==> config.mk <==
export PLATFORM = sky130hd
export DESIGN_NAME = cache_l1_param
export DESIGN_NICKNAME = d
export VERILOG_FILES = /design/src/rtl/cache_l1_param.sv
export SDC_FILE = /design/constraint.sdc
export NUM_CORES = 1
export LEC_CHECK = 0
export CORE_MARGIN = 2
export CORE_UTILIZATION = 35
export DETAILED_ROUTE_END_ITERATION = 6
export PLACE_DENSITY = 0.6
export SYNTH_ARGS = -nofsm -noshare
export SYNTH_HDL_FRONTEND = slang
export SYNTH_SLANG_ARGS = --single-unit
==> constraint.sdc <==
create_clock -name clk -period 5.3 [get_ports clk]
set_input_delay 1.06 -clock clk [delete_from_list [all_inputs] [get_ports clk]]
set_output_delay 1.06 -clock clk [all_outputs]
set_load 0.1 [all_outputs]
==> src/rtl/cache_l1_param.sv <==
// Direct-mapped write-through L1 cache, registered memory strobes, flush sequencer.
// Optional hit/miss counters when CACHE_L1_STATS_EN is defined.
module cache_l1_param #(
    parameter int ADDR_W     = 32,
    parameter int DATA_W     = 32,
    parameter int INDEX_BITS = 5,
    parameter int TAG_BITS   = 4
) (
    input  logic              clk,
    input  logic              reset,
    input  logic [ADDR_W-1:0] address,
    input  logic              readEnable,
    input  logic              writeEnable,
    input  logic [DATA_W-1:0] dataIn,
    input  logic              flush,
    output logic [DATA_W-1:0] dataOut,
    output logic              cacheReady,
    input  logic [DATA_W-1:0] memoryDataIn,
    output logic [DATA_W-1:0] memoryDataOut,
    output logic [ADDR_W-1:0] memoryAddress,
    output logic              memoryReadEnable,
    output logic              memoryWriteEnable,
    input  logic              memoryReady
`ifdef CACHE_L1_STATS_EN
    ,
    output logic [31:0]       hitCount,
    output logic [31:0]       missCount
`endif
);

    localparam int LINES = 1 << INDEX_BITS;

    if (INDEX_BITS + TAG_BITS + 2 > ADDR_W - 1) begin : g_geom_err
        $error("cache_l1_param: index+tag+2 must not exceed ADDR_W-1");
    end

    typedef enum logic [2:0] {
        IDLE,
        READ_MISS,
        WRITE_THRU,
        RESPOND,
        FLUSH
    } state_t;

    state_t state, state_nx;

    logic [LINES-1:0]      valid;
    logic [TAG_BITS-1:0]   tags [LINES];
    logic [DATA_W-1:0]     data [LINES];
    logic [DATA_W-1:0]     resp;
    logic [INDEX_BITS-1:0] flush_cnt;

    logic [INDEX_BITS-1:0] idx, mem_idx;
    logic [TAG_BITS-1:0]   tg, mem_tg;
    logic                  hit, mem_hit, mem_cached;
    logic                  ready, go_rd, go_wr, rd_done, wr_done, rd_hit;
    logic                  unused_bits;

    assign idx        = address[INDEX_BITS+1:2];
    assign tg         = address[INDEX_BITS+TAG_BITS+1:INDEX_BITS+2];
    assign mem_idx    = memoryAddress[INDEX_BITS+1:2];
    assign mem_tg     = memoryAddress[INDEX_BITS+TAG_BITS+1:INDEX_BITS+2];
    assign mem_cached = ~memoryAddress[ADDR_W-1];
    assign hit        = valid[idx] & (tags[idx] == tg) & ~address[ADDR_W-1];
    assign mem_hit    = valid[mem_idx] & (tags[mem_idx] == mem_tg) & mem_cached;
    assign unused_bits = ^{address, memoryAddress};

    assign cacheReady = ready;
    assign dataOut    = (state == RESPOND) ? resp : data[idx];

    always_ff @(posedge clk or posedge reset) begin
        if (reset) state <= IDLE;
        else       state <= state_nx;
    end

    always_comb begin
        state_nx = state;
        ready    = 1'b0;
        go_rd    = 1'b0;
        go_wr    = 1'b0;
        rd_done  = 1'b0;
        wr_done  = 1'b0;
        rd_hit   = 1'b0;
        unique case (state)
            IDLE: begin
                // With flush pending a request is held off, but a bare idle stays ready
                ready = ~(readEnable | writeEnable)
                      | (readEnable & hit & ~flush);
                if (flush) begin
                    state_nx = FLUSH;
                end else if (readEnable) begin
                    rd_hit = hit;
                    go_rd  = ~hit;
                    if (!hit) state_nx = READ_MISS;
                end else if (writeEnable) begin
                    go_wr    = 1'b1;
                    state_nx = WRITE_THRU;
                end
            end
            READ_MISS: begin
                rd_done = memoryReady;
                if (memoryReady) state_nx = RESPOND;
            end
            WRITE_THRU: begin
                wr_done = memoryReady;
                if (memoryReady) state_nx = RESPOND;
            end
            RESPOND: begin
                ready    = 1'b1;
                state_nx = IDLE;
            end
            FLUSH: begin
                if (&flush_cnt) state_nx = IDLE;
            end
            default: state_nx = IDLE;
        endcase
    end

    always_ff @(posedge clk or posedge reset) begin
        if (reset) begin
            valid             <= '0;
            resp              <= '0;
            flush_cnt         <= '0;
            memoryAddress     <= '0;
            memoryDataOut     <= '0;
            memoryReadEnable  <= 1'b0;
            memoryWriteEnable <= 1'b0;
        end else begin
            if (go_rd) begin
                memoryAddress    <= address;
                memoryReadEnable <= 1'b1;
            end
            if (go_wr) begin
                memoryAddress     <= address;
                memoryDataOut     <= dataIn;
                memoryWriteEnable <= 1'b1;
            end
            if (rd_done) begin
                resp             <= memoryDataIn;
                memoryReadEnable <= 1'b0;
                if (mem_cached) valid[mem_idx] <= 1'b1;
            end
            if (wr_done) memoryWriteEnable <= 1'b0;
            if (state == FLUSH) begin
                valid[flush_cnt] <= 1'b0;
                flush_cnt        <= flush_cnt + 1'b1;
            end
        end
    end

    // Tag and data arrays carry no reset; valid bits gate every use
    always_ff @(posedge clk) begin
        if (rd_done && mem_cached) begin
            data[mem_idx] <= memoryDataIn;
            tags[mem_idx] <= mem_tg;
        end else if (wr_done && mem_hit) begin
            data[mem_idx] <= memoryDataOut;
        end
    end

`ifdef CACHE_L1_STATS_EN
    always_ff @(posedge clk or posedge reset) begin
        if (reset) begin
            hitCount  <= '0;
            missCount <= '0;
        end else begin
            if (rd_hit && !flush && hitCount != '1)
                hitCount <= hitCount + 1'b1;
            if (go_rd && !address[ADDR_W-1] && missCount != '1)
                missCount <= missCount + 1'b1;
        end
    end
`endif

endmodule

# Word level (Yosys, flattened, before mapping)
# Memories as Yosys holds them, arrays and structs flattened.
# Index checks and enable logic that the tools add are counted.
[classes]
addsub = 1
n_lt_le_gt_ge = 5
n_eq_ne = 10
muxes = 41
n_bitwise = 17
reduce_logical = 11
[op_table]
columns = ["op", "n"]
rows = [
  ["$mux W32", 7],
  ["$and A32 B32 Y32", 1],
  ["$not A32 Y32", 1],
  ["$or A32 B32 Y32", 1],
  ["$mux W1", 22],
  ["$lt A5 B6 Y1 const B", 3],
  ["$mux W3", 6],
  ["$bmux W1 S5", 2],
  ["$demux W1 S5", 2],
  ["$ge A5 B1 Y1 const B", 2],
  ["$pmux W3 S3", 1],
  ["$eq A4 B4 Y1", 2],
  ["$ne A4 B4 Y1 const B", 2],
  ["$and A1 B1 Y1", 6],
  ["$eq A3 B2 Y1 const B", 2],
  ["$reduce_bool A2 Y1", 3],
  ["$add A5 B1 Y5 const B", 1],
  ["$not A1 Y1", 5],
  ["$reduce_and A5 Y1", 1],
  ["$logic_and A1 B1 Y1", 4],
  ["$reduce_and A4 Y1", 1],
  ["$eq A3 B1 Y1 const B", 1],
  ["$eq A3 B3 Y1 const B", 1],
  ["$logic_not A3 Y1", 1],
  ["5 further kinds", 7],
]
[word_totals]
regBits = 138
ram_bits = 1152
inputBits = 102
output_inout_bits = 99
mem_count = 2
[memory_table]
columns = ["name", "words", "width", "read_ports", "rd_clocked_by_memory_dff", "write_ports", "line", "source"]
rows = [
  ["data", 32, 32, 1, 0, 1, "49", "logic [DATA_W-1:0] data [LINES];"],
  ["tags", 32, 4, 2, 0, 1, "48", "logic [TAG_BITS-1:0] tags [LINES];"],
]

# Depth between registers and ports, before layout
# Gate-level depths: netlist of run 1.
[depth]
depth_word = 10
ltp_mapped = 12
mapped_depth_nobuf = 10

# Worst setup path after synthesis of run 1
# No wires, ideal clock.
[synth_timing]
path_kind = "input to output"
start = "in address[3]"
end = "out dataOut[10]"
arrival_ps = 4308
required_ps = 4240
slack_ps = -68
cell_stages = 9
n_path_buf = 5
cell_sequence = "buf_6 > buf_6 > buf_2 > buf_1 > buf_1 > mux4_2 > mux4_2 > mux2i_1 > a21oi_1"
[synth_between]
elab_chain_len = 2
[synth_lines]
columns = ["element", "line", "source"]
rows = [
  ["start, declared", "11", "input logic [ADDR_W-1:0] address,"],
  ["$mem_v2 Z32 W32", "-", ""],
  ["$mux W32", "69", "assign dataOut = (state == RESPOND) ? resp : data[idx];"],
  ["end, declared", "16", "output logic [DATA_W-1:0] dataOut,"],
]
# Every way passes these cells.

# Worst setup path after layout of run 1
[layout_timing]
start = "in address[4]"
end = "out cacheReady"
[layout_between]
elab_chain_len = 8
word_cells_on_any_way = 10
cone_classes = "eq/ne (1); mux (3); bitwise (5); memory (1)"
[layout_lines]
columns = ["element", "line", "source"]
rows = [
  ["$mem_v2 Z32 W4 or $bmux W1 S5 (tied branches)", "-", ""],
  ["$eq A4 B4 Y1 or $mux W1 (tied branches)", "64", "assign hit = valid[idx] & (tags[idx] == tg) & ~address[ADDR_W-1];"],
  ["$and A1 B1 Y1 (*) (2 in a row)", "64", ""],
  ["$and A1 B1 Y1 (*) (2 in a row)", "88", "| (readEnable & hit & ~flush);"],
  ["$or A1 B1 Y1 (*)", "88", ""],
  ["$pmux W1 S2 (*)", "84", "unique case (state)"],
  ["end, declared", "17", "output logic cacheReady,"],
]
# Mark *: on every way between the ends. The rest lies on a longest branch, timed or not. The select of a mux whose other input is x is not followed.

==> results of run 1 <==
## synthesized netlist by cell type (3+ instances only)
cell type,instances
and3b_1,3
mux2i_1,100
a22oi_1,48
buf_1,39
nand4_1,5
o21ai_0,6
nor2_1,121
inv_1,5
ha_1,5
buf_4,7
nor3_1,6
xor2_1,6
a21oi_1,71
nor3b_1,7
xnor2_1,5
mux4_2,369
mux2_2,88
nand2b_1,4
nand3_1,7
clkbuf_1,76
dfrtp_1,138
buf_6,8
nor4_1,7
mux2_1,8
nor2b_1,8
nand2_1,108
nand3b_1,7
buf_2,14
and2_1,4
a211o_1,4
o22a_1,16
and3_1,6
edfxtp_1,1152
## logic make-up after synthesis
| group | count (synthesis) | synth area share, % |
|---|---|---|
| DFF | 1290 | 73.7 |
| muxes | 566 | 20.2 |
| and+or+nand+nor | 301 | 2.58 |
| AOI/OAI and AO/OA | 152 | 1.93 |
| buffers and inverters | 150 | 1.29 |
| xor gates and xnor gates | 11 | 0.187 |
| adders and majority gates | 5 | 0.121 |
## registers in the layout (all words and copies together) (netlist names)
name	count
state	3
resp	32
data	1024
valid	32
memoryDataOut	32
flush_cnt	5
memoryWriteEnable	1
tags	128
memoryReadEnable	1
memoryAddress	32
## final cells by class
type	instances	area [um2]	share of cell area [%]
multi-input cells	1035	13300	21.5
repair buffers	298	3500	5.66
well taps	1917	2400	3.88
inverters	6	27.5	0.0445
clock inverters	70	729	1.18
flip-flops and latches	1290	38000	61.5
clock buffers	186	3810	6.16
diodes	3	7.51	0.0121
## worst paths after layout
kind	to	startpoint	cells past startpoint
hold reg to reg	memoryWriteEnable$_DFFE_PP0P_	memoryWriteEnable$_DFFE_PP0P_	1
setup / recovery	cacheReady	address[4]	11
max in group asynchronous	memoryDataOut[19]$_DFFE_PP0P_	reset	3
hold / removal	memoryWriteEnable$_DFFE_PP0P_	memoryWriteEnable$_DFFE_PP0P_	1
min in group asynchronous	memoryAddress[29]$_DFFE_PP0P_	reset	2
setup reg to reg	data[28][10]$_DFFE_PP_	memoryAddress[3]$_DFFE_PP0P_	11
## per-stage QoR
step | instance area [um2] | hold slack [ns]
2_1_floorplan | 51700 | 0.469
3_3_place_gp | 57300 | 0.473
6_report | 61800 | 0.493
3_5_place_dp | 57300 | 0.486
5_1_grt | 61800 | 0.513
4_1_cts | 61800 | 0.501
## routing by layer
| layer | routed length, um | vias up | track usage [%] |
|---|---|---|---|
| met1 | 59000 | 14500 | 25.5 |
| met5 | 7 | - | 0 |
| met3 | 9960 | 226 | 3.95 |
| met2 | 67100 | 1175 | 29.6 |
| li1 | - | 10900 | - |
| met4 | 3540 | 2 | 5.48 |
## power by group
| part | internal, W | switching [W] |
|---|---|---|
| combinational | 0.00228 | 0.00499 |
| clock | 0.00546 | 0.00410 |
| sequential | 0.0119 | 0.000612 |
| total | 0.0196 | 0.00971 |
## placed cells by master (no fill, tap or decap), types with 8 or more instances in the layout
cell / n
nor2b_1: 8
mux2i_1: 100
mux2_2: 88
clkdlybuf4s50_1: 162
nand2_1: 108
a21oi_2: 32
a21oi_1: 39
clkinv_1: 22
buf_12: 67
nor2_4: 32
o22a_1: 16
mux2_1: 8
edfxtp_1: 1152
nor2_1: 89
buf_4: 64
a22oi_1: 48
mux4_2: 369
clkbuf_8: 9
clkbuf_1: 35
clkbuf_16: 142
clkinv_2: 20
dfrtp_1: 136
## worst register-to-register path, cell delays in order, from the launching register on
cell and delay (ns):
dfrtp_2 0.95, buf_4 0.41, mux4_2 0.58, mux4_2 0.45, o21ai_0 0.43, nor4_1 0.14
buf_4 0.17, nand3_4 0.22, a211o_1 0.57, buf_4 0.27, nor2_4 0.04, buf_12 0.26
==> metrics.yaml, run 1 <==
postCtsHoldBufs: 0
coreArea_mm2: 0.146
dp.cells: 4546
crit_path_end_kind: "output port"
drt_first_pass_iters: 6
worst_pin_slew_ns: 1.05
dieArea_mm2: 0.151
clockBufferDepth: 3
ys_seq_area_share_pct: 73.7
yosysTopAreaCell: "edfxtp_1"
antenna_found_initial: 2
cts_buffers: 140
cts_root_buf: "clkbuf_16"
grtUsageTotal_pct: 18.5
grt_pass1_wl_um: 200000
nets: 2878
syn-num-nets: 2582
power_w: 0.0293
gp_congestion: 0.871
maxCapViolCount: 0
async_reset_ff_share_pct: 10.7
critPathTopFamily: "simple AND/OR/NAND/NOR gates"
cts_tree: "yes"
vdd_drop_max_v: 0.000593
synth_ff_type: "edfxtp_1"
period_minus_slack_ns: 5.01
yosys.area.top_type_share_pct: 67.0
r2r_slack_ns: 0.47
cts.repair.resized: 0
hold_class: "reg -> reg"
critical_path_class: "in -> out"
slew_viol_final: 0
skew_ns: 0.0404
path_buf_inv: 3
dpl_worst_slack_ns: 0.226
fmax_ghz: 0.199
rsz0062_at_grt: "no"
cp_slowest_cell: "or4_1"
grt_pass1_vias: 27800
clkSlewWorstSetupHoldPaths_ns: 0.06
cts_setup_buffers: 0
detail_route.iter0.violations: 2640
wl_um: 140000
initial_utilization_pct: 35.3
synth-edff-count: 1152
overflow: 0
crit_arrival_ns: 3.95
vias_per_cell: 5.57
stdcell_count: 4805
drive_gt1_share_pct: 30.1
post_drt_wl_per_cell_um: 29.1
fill_cells: 12600
ys_warn_count: 0
leakage_nw: 20.2
synth.distinct_cells: 48
status: "complete, no violations"
die_w_um: 388
synthesis.area_mm2: 0.0516
synthTopCellsByArea: "edfxtp_1 67%, mux4_2 16%, dfrtp_1 6.7%"
fin_ws_ns: 0.287
grt_max_degree: 117
drc: 0
synth_cells: 2475
crit_top_cell: "buf_12"
num_vias: 26800
postSynthAreaPerCell_um2: 20.9
tns_ns: 0
crit_chain: "buf_6 > buf_12 > mux2i_1 > a22oi_1 > a21oi_1 > nor4_1 > xor2_1 > or3_4 > or4_1 > o21ai_0 > buf_12"
cpPeakStageDelay_ns: 0.56
ant_nets: 0
slew_headroom_pct: 29.8
dp_hpwl_um: 76800
hold_viol: 0
fin_util_pct: 42.3
period_share_pct: 94.6
port-buffer-count: 200
setup_viol: 0
die_h_um: 388
synth-seq-cells: 1290
power_density_mw_per_mm2: 475
cts-htree-levels: 4
rows: 140
cp.required_ns: 4.24
clk_latency_ns: 0.78
syn_to_final_growth_pct: 19.8
pin_count: 201
start_kind: "input port"
cts_sinks: 1290
critPathMaxFanout: 24
(Power assumes the default switching activity.)
==> run 2, diff against run 1 <==
--- a/config.mk
+++ b/config.mk
@@ -6,9 +6,9 @@
 export NUM_CORES = 1
 export LEC_CHECK = 0
 export CORE_MARGIN = 2
-export CORE_UTILIZATION = 35
+export CORE_UTILIZATION = 44
 export DETAILED_ROUTE_END_ITERATION = 6
-export PLACE_DENSITY = 0.6
+export PLACE_DENSITY = 0.7
 export SYNTH_ARGS = -nofsm -noshare
 export SYNTH_HDL_FRONTEND = slang
 export SYNTH_SLANG_ARGS = --single-unit
==> run 2 against run 1 <==
Compared with the run above: clock-buffer cell count is 17 lower; utilization is 10 points higher; clock power down 3.1%; worst hold slack got worse by 0.0015 ns; non-clock buffer count up 10; setup slack better by 0.0030 ns; via count decreased by 1.4%; sequential power is essentially flat; cell count down 8.3%; critical path type unchanged; critical endpoint unchanged; largest cell class unchanged; largest power group unchanged.
==> metrics.yaml, run 2 (synthesized netlist as in run 1, its figures left out) <==
critPathMaxFanout: 40  # was 24
dp.cells: 4163  # was 4546
skew_ns: 0.0232  # was 0.0404 ns
cts.repair.resized: 0  # unchanged
power_density_mw_per_mm2: 473  # was 475 mW/mm2
setup_viol: 0  # unchanged
cts_sinks: 1290  # unchanged
num_vias: 26400  # was 26800
status: "complete, no violations"  # unchanged
wl_um: 130000  # was 140000 um
cts_setup_buffers: 0  # unchanged
grtUsageTotal_pct: 21.8  # was 18.5%
diodes: 0  # was 3
slew_headroom_pct: 26.8  # was 29.8%
cp.required_ns: 4.24  # about the same
syn_to_final_growth_pct: 18.7  # was 19.8%
drt_first_pass_iters: 5  # was 6
slew_viol_final: 0  # unchanged
antenna_found_initial: 0  # was 2
clk_latency_ns: 0.74  # was 0.78 ns
clkSlewWorstSetupHoldPaths_ns: 0.06  # about the same
cts_root_buf: "clkbuf_16"  # unchanged
vdd_drop_max_v: 0.000412  # was 0.000593 V
coreArea_mm2: 0.116  # was 0.146 mm2
clockBufferDepth: 3  # unchanged
crit_arrival_ns: 3.95  # about the same
pwr-share-seq_pct: 42.9  # was 42.6%
crit_path_end_kind: "output port"  # unchanged
rsz0062_at_grt: "no"  # unchanged
nets: 2881  # was 2878
initial_utilization_pct: 44.4  # was 35.3%
vias_per_cell: 5.99  # was 5.57
fmax_ghz: 0.200  # was 0.199 GHz
start_kind: "input port"  # unchanged
gp_congestion: 0.923  # was 0.871
pwr-share-clk_pct: 32.0  # was 32.6%
period_share_pct: 94.5  # was 94.6%
cts_buffers: 133  # was 140
maxCapViolCount: 0  # unchanged
cts_tree: "yes"  # unchanged
stdcell_count: 4408  # was 4805
largest_reg_flops: 1024  # unchanged
p_sw_w: 0.00946  # was 0.00971 W
sw_frac_of_total_pct: 32.6  # was 33.1%
die_h_um: 347  # was 388 um
detail_route.iter0.violations: 2994  # was 2640
ant_nets: 0  # unchanged
internal_power_w: 0.0195  # was 0.0196 W
cts-htree-levels: 4  # unchanged
power_frac_comb_pct: 25.2  # was 24.8%
worst_pin_slew_ns: 1.09  # was 1.05 ns
hold_viol: 0  # unchanged
dp_hpwl_um: 74100  # was 76800 um
pin_count: 201  # unchanged
die_w_um: 347  # was 388 um
port-buffer-count: 200  # unchanged
leakage_nw: 20.2  # about the same
grt_max_degree: 124  # was 117
drc: 0  # unchanged
post_drt_wl_per_cell_um: 29.4  # was 29.1 um
hold_class: "reg -> reg"  # unchanged
regMostFlops: "data"  # unchanged
rows: 125  # was 140
final_common_cell: "edfxtp_1"  # unchanged
critical_path_class: "in -> out"  # unchanged
overflow: 0  # unchanged
drive_gt1_share_pct: 30.2  # was 30.1%
tns_ns: 0  # unchanged
period_minus_slack_ns: 5.01  # about the same
grt_pass1_vias: 27400  # was 27800
dieArea_mm2: 0.120  # was 0.151 mm2
grt_pass1_wl_um: 190000  # was 200000 um
reg_top3: "data x1024, tags x128"  # unchanged
postCtsHoldBufs: 0  # unchanged
final_cell_mix: "1152 x edfxtp_1, 369 x mux4_2, 162 x clkdlybuf4s50_1"  # unchanged
-- run 2: final timing paths --
| kind | from | cells after the start | slack [ns] | to |
|---|---|---|---|---|
| setup / recovery | address[4] | 10 | 0.29 | cacheReady |
| hold / removal | memoryAddress[17]$_DFFE_PP0P_ | 1 | 0.49 | memoryAddress[17]$_DFFE_PP0P_ |
| setup reg to reg | memoryAddress[2]$_DFFE_PP0P_ | 10 | 0.74 | data[18][15]$_DFFE_PP_ |
| hold reg to reg | memoryAddress[17]$_DFFE_PP0P_ | 1 | 0.49 | memoryAddress[17]$_DFFE_PP0P_ |
| max in group asynchronous | reset | 3 | 3.35 | resp[6]$_DFFE_PP0P_ |
| min in group asynchronous | reset | 2 | 0.83 | memoryAddress[27]$_DFFE_PP0P_ |
-- run 2: area by class of cell --
type                    count  area, um2
fillers                  8708      54900
flip-flops and latches   1290      38000
multi-input cells        1035      13300
repair buffers            308       3650
clock buffers             169       3590
well taps                1524       1910
clock inverters            76        771
inverters                   6       27.5
-- run 2: power by group through the flow --
stage | sequential [W] | combinational [W] | clock, W
final | 0.0124 | 0.00730 | 0.00927
after global routing | 0.0125 | 0.00759 | 0.00982
after CTS | 0.0124 | 0.00734 | 0.00942
after detailed placement | 0.0126 | 0.00732 | 0
after floorplan | 0.0142 | 0.00337 | 0
after global placement | 0.0126 | 0.00721 | 0
-- run 2: critical path, cell delays in order --
cell and delay, ns:
buf_6 0.38, mux2i_1 0.17, a22oi_1 0.21, a21oi_1 0.09, nor4_1 0.35, xor2_1 0.15, or3_4 0.47, or4_1 0.59
o21ai_0 0.20, buf_12 0.23
-- run 2: metal layers --
layer | share of wire [%] | track usage [%] | vias up
li1 | - | - | 10800
met2 | 51 | 36.6 | 1260
met4 | 2.4 | 6.10 | 0
met5 | 0 | 0 | -
met1 | 39 | 29.5 | 14100
met3 | 7.8 | 3.69 | 210
-- run 2: metrics by stage --
step	util [%]	total power, W	instance area, um2	setup WS, ns	hold slack (ns)
floorplan	-	0.0176	51700	0.0998	0.469
global route	52.7	0.0299	61300	0.123	0.506
global placement	49.0	0.0198	56900	0.349	0.474
finish	52.7	0.0290	61300	0.290	0.492
CTS	52.7	0.0292	61300	0.292	0.498
detailed placement	49.0	0.0200	56900	0.316	0.485
